--- src/rtl/wb_resp_mem.sv ---
// Wishbone classic-cycle responder: small word-organised register memory with
// programmable wait states, err termination for illegal addresses and optional
// periodic rty termination. All terminations and read data are registered.
module wb_resp_mem #(
    parameter int unsigned ADDR_WIDTH  = 5,
    parameter int unsigned DEPTH_LOG2  = 2,
    parameter int unsigned WAIT_STATES = 1,
    parameter int unsigned RETRY_EVERY = 0
) (
    input  logic                  clk,
    input  logic                  wb_rst_i,
    input  logic [ADDR_WIDTH-1:0] wb_adr_i,
    input  logic [31:0]           wb_dat_i,
    output logic [31:0]           wb_dat_o,
    input  logic                  wb_we_i,
    input  logic                  wb_stb_i,
    input  logic                  wb_cyc_i,
    input  logic [3:0]            wb_sel_i,
    output logic                  wb_ack_o,
    output logic                  wb_err_o,
    output logic                  wb_rty_o
);

    localparam int unsigned Depth = 1 << DEPTH_LOG2;

    typedef enum logic [1:0] {StIdle, StWait, StResp} state_e;

    state_e                  state_q, state_d;
    logic [3:0]              wait_cnt_q, wait_cnt_d;
    logic [31:0]             retry_cnt_q, retry_cnt_d;
    logic [ADDR_WIDTH-1:0]   adr_q, adr_d;
    logic                    we_q, we_d;
    logic [3:0]              sel_q, sel_d;
    logic [31:0]             wdat_q, wdat_d;
    logic [31:0]             mem_q [Depth];
    logic [31:0]             mem_d [Depth];
    logic                    ack_q, ack_d;
    logic                    err_q, err_d;
    logic                    rty_q, rty_d;
    logic [31:0]             dat_q, dat_d;

    logic                    req;
    logic [DEPTH_LOG2-1:0]   idx;
    logic                    legal;
    logic                    retry_hit;

    assign req       = wb_cyc_i & wb_stb_i;
    assign idx       = adr_q[DEPTH_LOG2+1:2];
    // Word aligned and nothing set above the implemented word range.
    assign legal     = (adr_q[1:0] == 2'b00) && ((adr_q >> (DEPTH_LOG2 + 2)) == '0);
    assign retry_hit = (RETRY_EVERY != 0) && (retry_cnt_q == RETRY_EVERY - 1);

    // Next-state, termination decode and memory update.
    always_comb begin
        state_d     = state_q;
        wait_cnt_d  = wait_cnt_q;
        retry_cnt_d = retry_cnt_q;
        adr_d       = adr_q;
        we_d        = we_q;
        sel_d       = sel_q;
        wdat_d      = wdat_q;
        mem_d       = mem_q;
        ack_d       = 1'b0;
        err_d       = 1'b0;
        rty_d       = 1'b0;
        dat_d       = '0;
        unique case (state_q)
            StIdle: begin
                if (req) begin
                    adr_d      = wb_adr_i;
                    we_d       = wb_we_i;
                    sel_d      = wb_sel_i;
                    wdat_d     = wb_dat_i;
                    wait_cnt_d = 4'(WAIT_STATES);
                    state_d    = (WAIT_STATES == 0) ? StResp : StWait;
                end
            end
            StWait: begin
                wait_cnt_d = wait_cnt_q - 4'd1;
                if (!req) begin
                    // Master abandoned the cycle: drop it silently.
                    state_d = StIdle;
                end else if (wait_cnt_q <= 4'd1) begin
                    state_d = StResp;
                end
            end
            StResp: begin
                state_d = StIdle;
                if (!legal) begin
                    err_d = 1'b1;
                end else if (retry_hit) begin
                    rty_d       = 1'b1;
                    retry_cnt_d = '0;
                end else begin
                    ack_d = 1'b1;
                    if (RETRY_EVERY != 0) begin
                        retry_cnt_d = retry_cnt_q + 32'd1;
                    end
                    if (we_q) begin
                        for (int k = 0; k < 4; k++) begin
                            if (sel_q[k]) begin
                                mem_d[idx][8*k +: 8] = wdat_q[8*k +: 8];
                            end
                        end
                    end else begin
                        dat_d = mem_q[idx];
                    end
                end
            end
            default: state_d = StIdle;
        endcase
    end

    // State, counters, latched request, memory and registered outputs.
    always_ff @(posedge clk or posedge wb_rst_i) begin
        if (wb_rst_i) begin
            state_q     <= StIdle;
            wait_cnt_q  <= '0;
            retry_cnt_q <= '0;
            adr_q       <= '0;
            we_q        <= 1'b0;
            sel_q       <= '0;
            wdat_q      <= '0;
            for (int i = 0; i < Depth; i++) begin
                mem_q[i] <= '0;
            end
            ack_q       <= 1'b0;
            err_q       <= 1'b0;
            rty_q       <= 1'b0;
            dat_q       <= '0;
        end else begin
            state_q     <= state_d;
            wait_cnt_q  <= wait_cnt_d;
            retry_cnt_q <= retry_cnt_d;
            adr_q       <= adr_d;
            we_q        <= we_d;
            sel_q       <= sel_d;
            wdat_q      <= wdat_d;
            mem_q       <= mem_d;
            ack_q       <= ack_d;
            err_q       <= err_d;
            rty_q       <= rty_d;
            dat_q       <= dat_d;
        end
    end

    assign wb_ack_o = ack_q;
    assign wb_err_o = err_q;
    assign wb_rty_o = rty_q;
    assign wb_dat_o = dat_q;

endmodule

--- config.mk ---
export PLATFORM = sky130hd
export DESIGN_NAME = wb_resp_mem
export DESIGN_NICKNAME = d
export VERILOG_FILES = /design/src/rtl/wb_resp_mem.sv
export SDC_FILE = /design/constraint.sdc
export NUM_CORES = 1
export LEC_CHECK = 0
export BUFFER_PORTS_ARGS = -buffer_cell sky130_fd_sc_hd__buf_4
export CORE_MARGIN = 2
export CORE_UTILIZATION = 40
export DETAILED_ROUTE_END_ITERATION = 10
export HOLD_SLACK_MARGIN = 0.12
export PLACE_DENSITY = 0.54
export SLEW_MARGIN = 25
export SYNTH_ARGS = -nofsm -noshare
export SYNTH_HDL_FRONTEND = slang
export SYNTH_SLANG_ARGS = --single-unit
--- constraint.sdc ---
create_clock -name clk -period 8.1 [get_ports clk]
set_input_delay 0.81 -clock clk [delete_from_list [all_inputs] [get_ports clk]]
set_output_delay 0.81 -clock clk [all_outputs]
set_load 0.005 [all_outputs]
==> out/metrics.yaml <==
drt:
  routed_wire_length_um: 17300
  drt_iter0_drc: 162
  vias: 4615
  postRouteAntennaNets: 0
  firstDrtPassIters: 4
  viasPerCell: 5.09
  wire_per_inst_um: 19.1
  detail_route.drc_violations: 0
synth:
  synth.area.top_cells: "sky130_fd_sc_hd__dfrtp_1, sky130_fd_sc_hd__mux2_2, sky130_fd_sc_hd__mux4_2"
  synth_cell_type_count: 36
  synthesis.area_um2: 8720
  synth-seq-cells: 210
  synthCells: 524
  synth.yosys.warnings: 0
  post_synth_top_area_cell: "sky130_fd_sc_hd__dfrtp_1"
  syn_area_per_cell_um2: 16.6
  synth_nets: 572
  ys_seq_area_frac: 0.602
  netlist.area_leader.share: 0.602
layout:
  antenna_cells_inserted: 0
  final_layout_size_suffix_gt1_frac: 0.542
  syn2layout_area_growth_pct: 19.2
  layout_commonest_cell: "sky130_fd_sc_hd__dfrtp_1"
  most-common-layout-cells: "sky130_fd_sc_hd__dfrtp_1, sky130_fd_sc_hd__mux2_2, sky130_fd_sc_hd__buf_4, sky130_fd_sc_hd__mux4_2, sky130_fd_sc_hd__nor2b_1"
  stdcell_count: 906
  final_net_count: 657
sta:
  report.final.setup_viol: 0
  skew_ps: 6.74
  timing.slew.headroom: 0.480
  finalCriticalPeriod_ps: 2550
  achievable-frequency_mhz: 392
  final-max-slew-violation-count: 0
  fin_setup_tns_ps: 0
  period_share: 0.315
  holdWs_ps: 416
  finalHoldViolations: 0
  postLayoutSetupSlackWorst_ps: 5550
  tightestPinTransition_ps: 781
  unrepaired_setup_endpoints_after_global_routing: "false"
placed_design:
  gp_routability_congestion: 0.731
  placed_instance_count: 863
  hpwl_um: 10800
  dp_worst_setup_slack_ps: 5490
  place.port_buffers: 79
global_route:
  grt-ovfl-total: 0
  grt_first_pass_wirelength_um: 28100
  grt_max_degree: 151
  first_global_vias: 5071
  gr-usage-all-layers: 0.159
  antenna_found_initial: 0
power_and_ir_drop:
  vdd_ir_drop_max_mv: 0.120
  total_switching_power_uw: 619
  share_clk_of_total_power: 0.421
  internal_power_uw: 1920
  power_frac_comb: 0.098
  power-per-cell-area_nw_per_um2: 244
  seq_power_share: 0.481
  p_sw_frac: 0.243
  static-leakage-power_uw: 0.00498
cts:
  cts.clk_slew.worst_paths_ps: 50
  htree_levels: 1
  cts_inserted_buffers: 24
  cts.path.max_buffers: 3
  cts_tree: "built"
  worstSkewPairLatency_ps: 510
  clock_sinks: 210
  post_cts.repair.setup_buffers: 0
  postCtsHoldBufs: 0
  cts_resized: 0
  clock_tree.root_cell: "sky130_fd_sc_hd__clkbuf_16"
die:
  design.die.area_um2: 23000
  initial_utilization: 0.403
  core-area_um2: 21600
  die_height_um: 152
  boundaryPins: 81
  die-width_um: 152
  fp-row-count: 54
worst_setup_path:
  crit_fanout: 32
  worst_path_cell_with_the_longest_stage_delay: "sky130_fd_sc_hd__nor3b_4"
  worst-path-buf-inv: 1
  type_of_the_worst_setup_path: "reg2reg"
  critical-path-top-delay-family: "simple AND/OR/NAND/NOR gates"
  critPathLaunchType: "flip-flop"
  cpPeakStageDelay_ps: 580
  worst_ep_required_time_ps: 8490
  critical_path_cell_by_cell: "buf_4 > nand2b_1 > nor3b_4 > mux2_2"
  arrival_ps: 2940
  endpoint_kind: "flip-flop"
hold_path:
  classification_of_the_worst_slack_hold_path: "in2async"
outcome:
  status: "complete, no violations"
run:
  cap_viol_max_count: 0
==> flip-flops by register name (all words and copies together), names as in the netlist <==
register and count:
wb_dat_o 32, sel_q 4, adr_q 5, wdat_q 32, wb_err_o 1, wait_cnt_q 4
mem_q 128, state_q 2, wb_ack_o 1, we_q 1
==> path summary, 6_finish.rpt <==
check	start	endpoint	slack [ps]	cells after the start
min reg2reg	wait_cnt_q[3]	wait_cnt_q[3]	480	1
min	wb_rst_i	wb_dat_o[15]	420	2
min in group clk	wait_cnt_q[3]	wait_cnt_q[3]	480	1
max reg2reg	adr_q[2]	mem_q[82]	5550	4
max	adr_q[2]	mem_q[82]	5550	4
max in group asynchronous	wb_rst_i	wait_cnt_q[3]	6410	3
==> cells in the mapped netlist (all sizes together) <==
| cell | count |
|---|---|
| a21oi | 1 |
| and3 | 1 |
| and3b | 2 |
| buf | 12 |
| clkbuf | 13 |
| conb | 1 |
| dfrtp | 210 |
| ha | 2 |
| inv | 3 |
| mux2 | 170 |
| mux2i | 2 |
| mux4 | 32 |
| nand2 | 1 |
| nand2b | 4 |
| nand3 | 3 |
| nand3b | 4 |
| nand4 | 1 |
| nand4b | 1 |
| nor2 | 4 |
| nor2b | 32 |
| nor3 | 11 |
| nor3b | 2 |
| nor4 | 4 |
| nor4b | 1 |
| o21a | 1 |
| o21ai | 2 |
| o2bb2ai | 1 |
| or3 | 1 |
| or4b | 2 |
==> power groups by stage <==
| stage | registers (uW) | logic (uW) | clock network, uW |
|---|---|---|---|
| floorplan | 1190 | 220 | 0 |
| global placement | 1240 | 248 | 0 |
| detailed placement | 1240 | 257 | 0 |
| CTS | 1220 | 258 | 1110 |
| global route | 1240 | 276 | 1150 |
| finish | 1220 | 249 | 1070 |
==> layer usage <==
metal | track usage | vias up | part of all wire
met3 | 0.0249 | 31 | 0.032
met5 | 0 | - | 0
met2 | 0.264 | 84 | 0.49
li1 | - | 2081 | -
met4 | 0.0435 | 0 | 0.025
met1 | 0.219 | 2419 | 0.45
==> kinds of logic (layout without fill, tap and decap cells) <==
kind of cell / Yosys count / after routing / synth area share
simple gates: 74 / 74 / 0.0706
other cells: 1 / 1 / 0.000430
mux: 204 / 204 / 0.304
fa+ha+maj: 2 / 2 / 0.00287
flops: 210 / 210 / 0.602
buf+inv: 28 / 130 / 0.0158
compound gates: 5 / 5 / 0.00359
==> metrics by stage <==
step / instance area [um^2] / util / power (uW)
6_report: 10400 / 0.481 / 2540
5_1_grt: 10400 / 0.481 / 2660
4_1_cts: 10400 / 0.481 / 2590
3_5_place_dp: 9600 / 0.444 / 1500
3_3_place_gp: 9600 / 0.444 / 1480
2_1_floorplan: 8720 / - / 1410
==> layout make-up <==
class / count / area (um^2)
Clock inverter: 2 / 35.0
Timing Repair Buffer: 84 / 631
Sequential cell: 210 / 5260
Tap cell: 280 / 350
Clock buffer: 41 / 766
Multi-Input combinational cell: 286 / 3340
Inverter: 3 / 23.8
Fill cell: 1899 / 11200
Note: power is estimated with default switching activity, not from simulation.
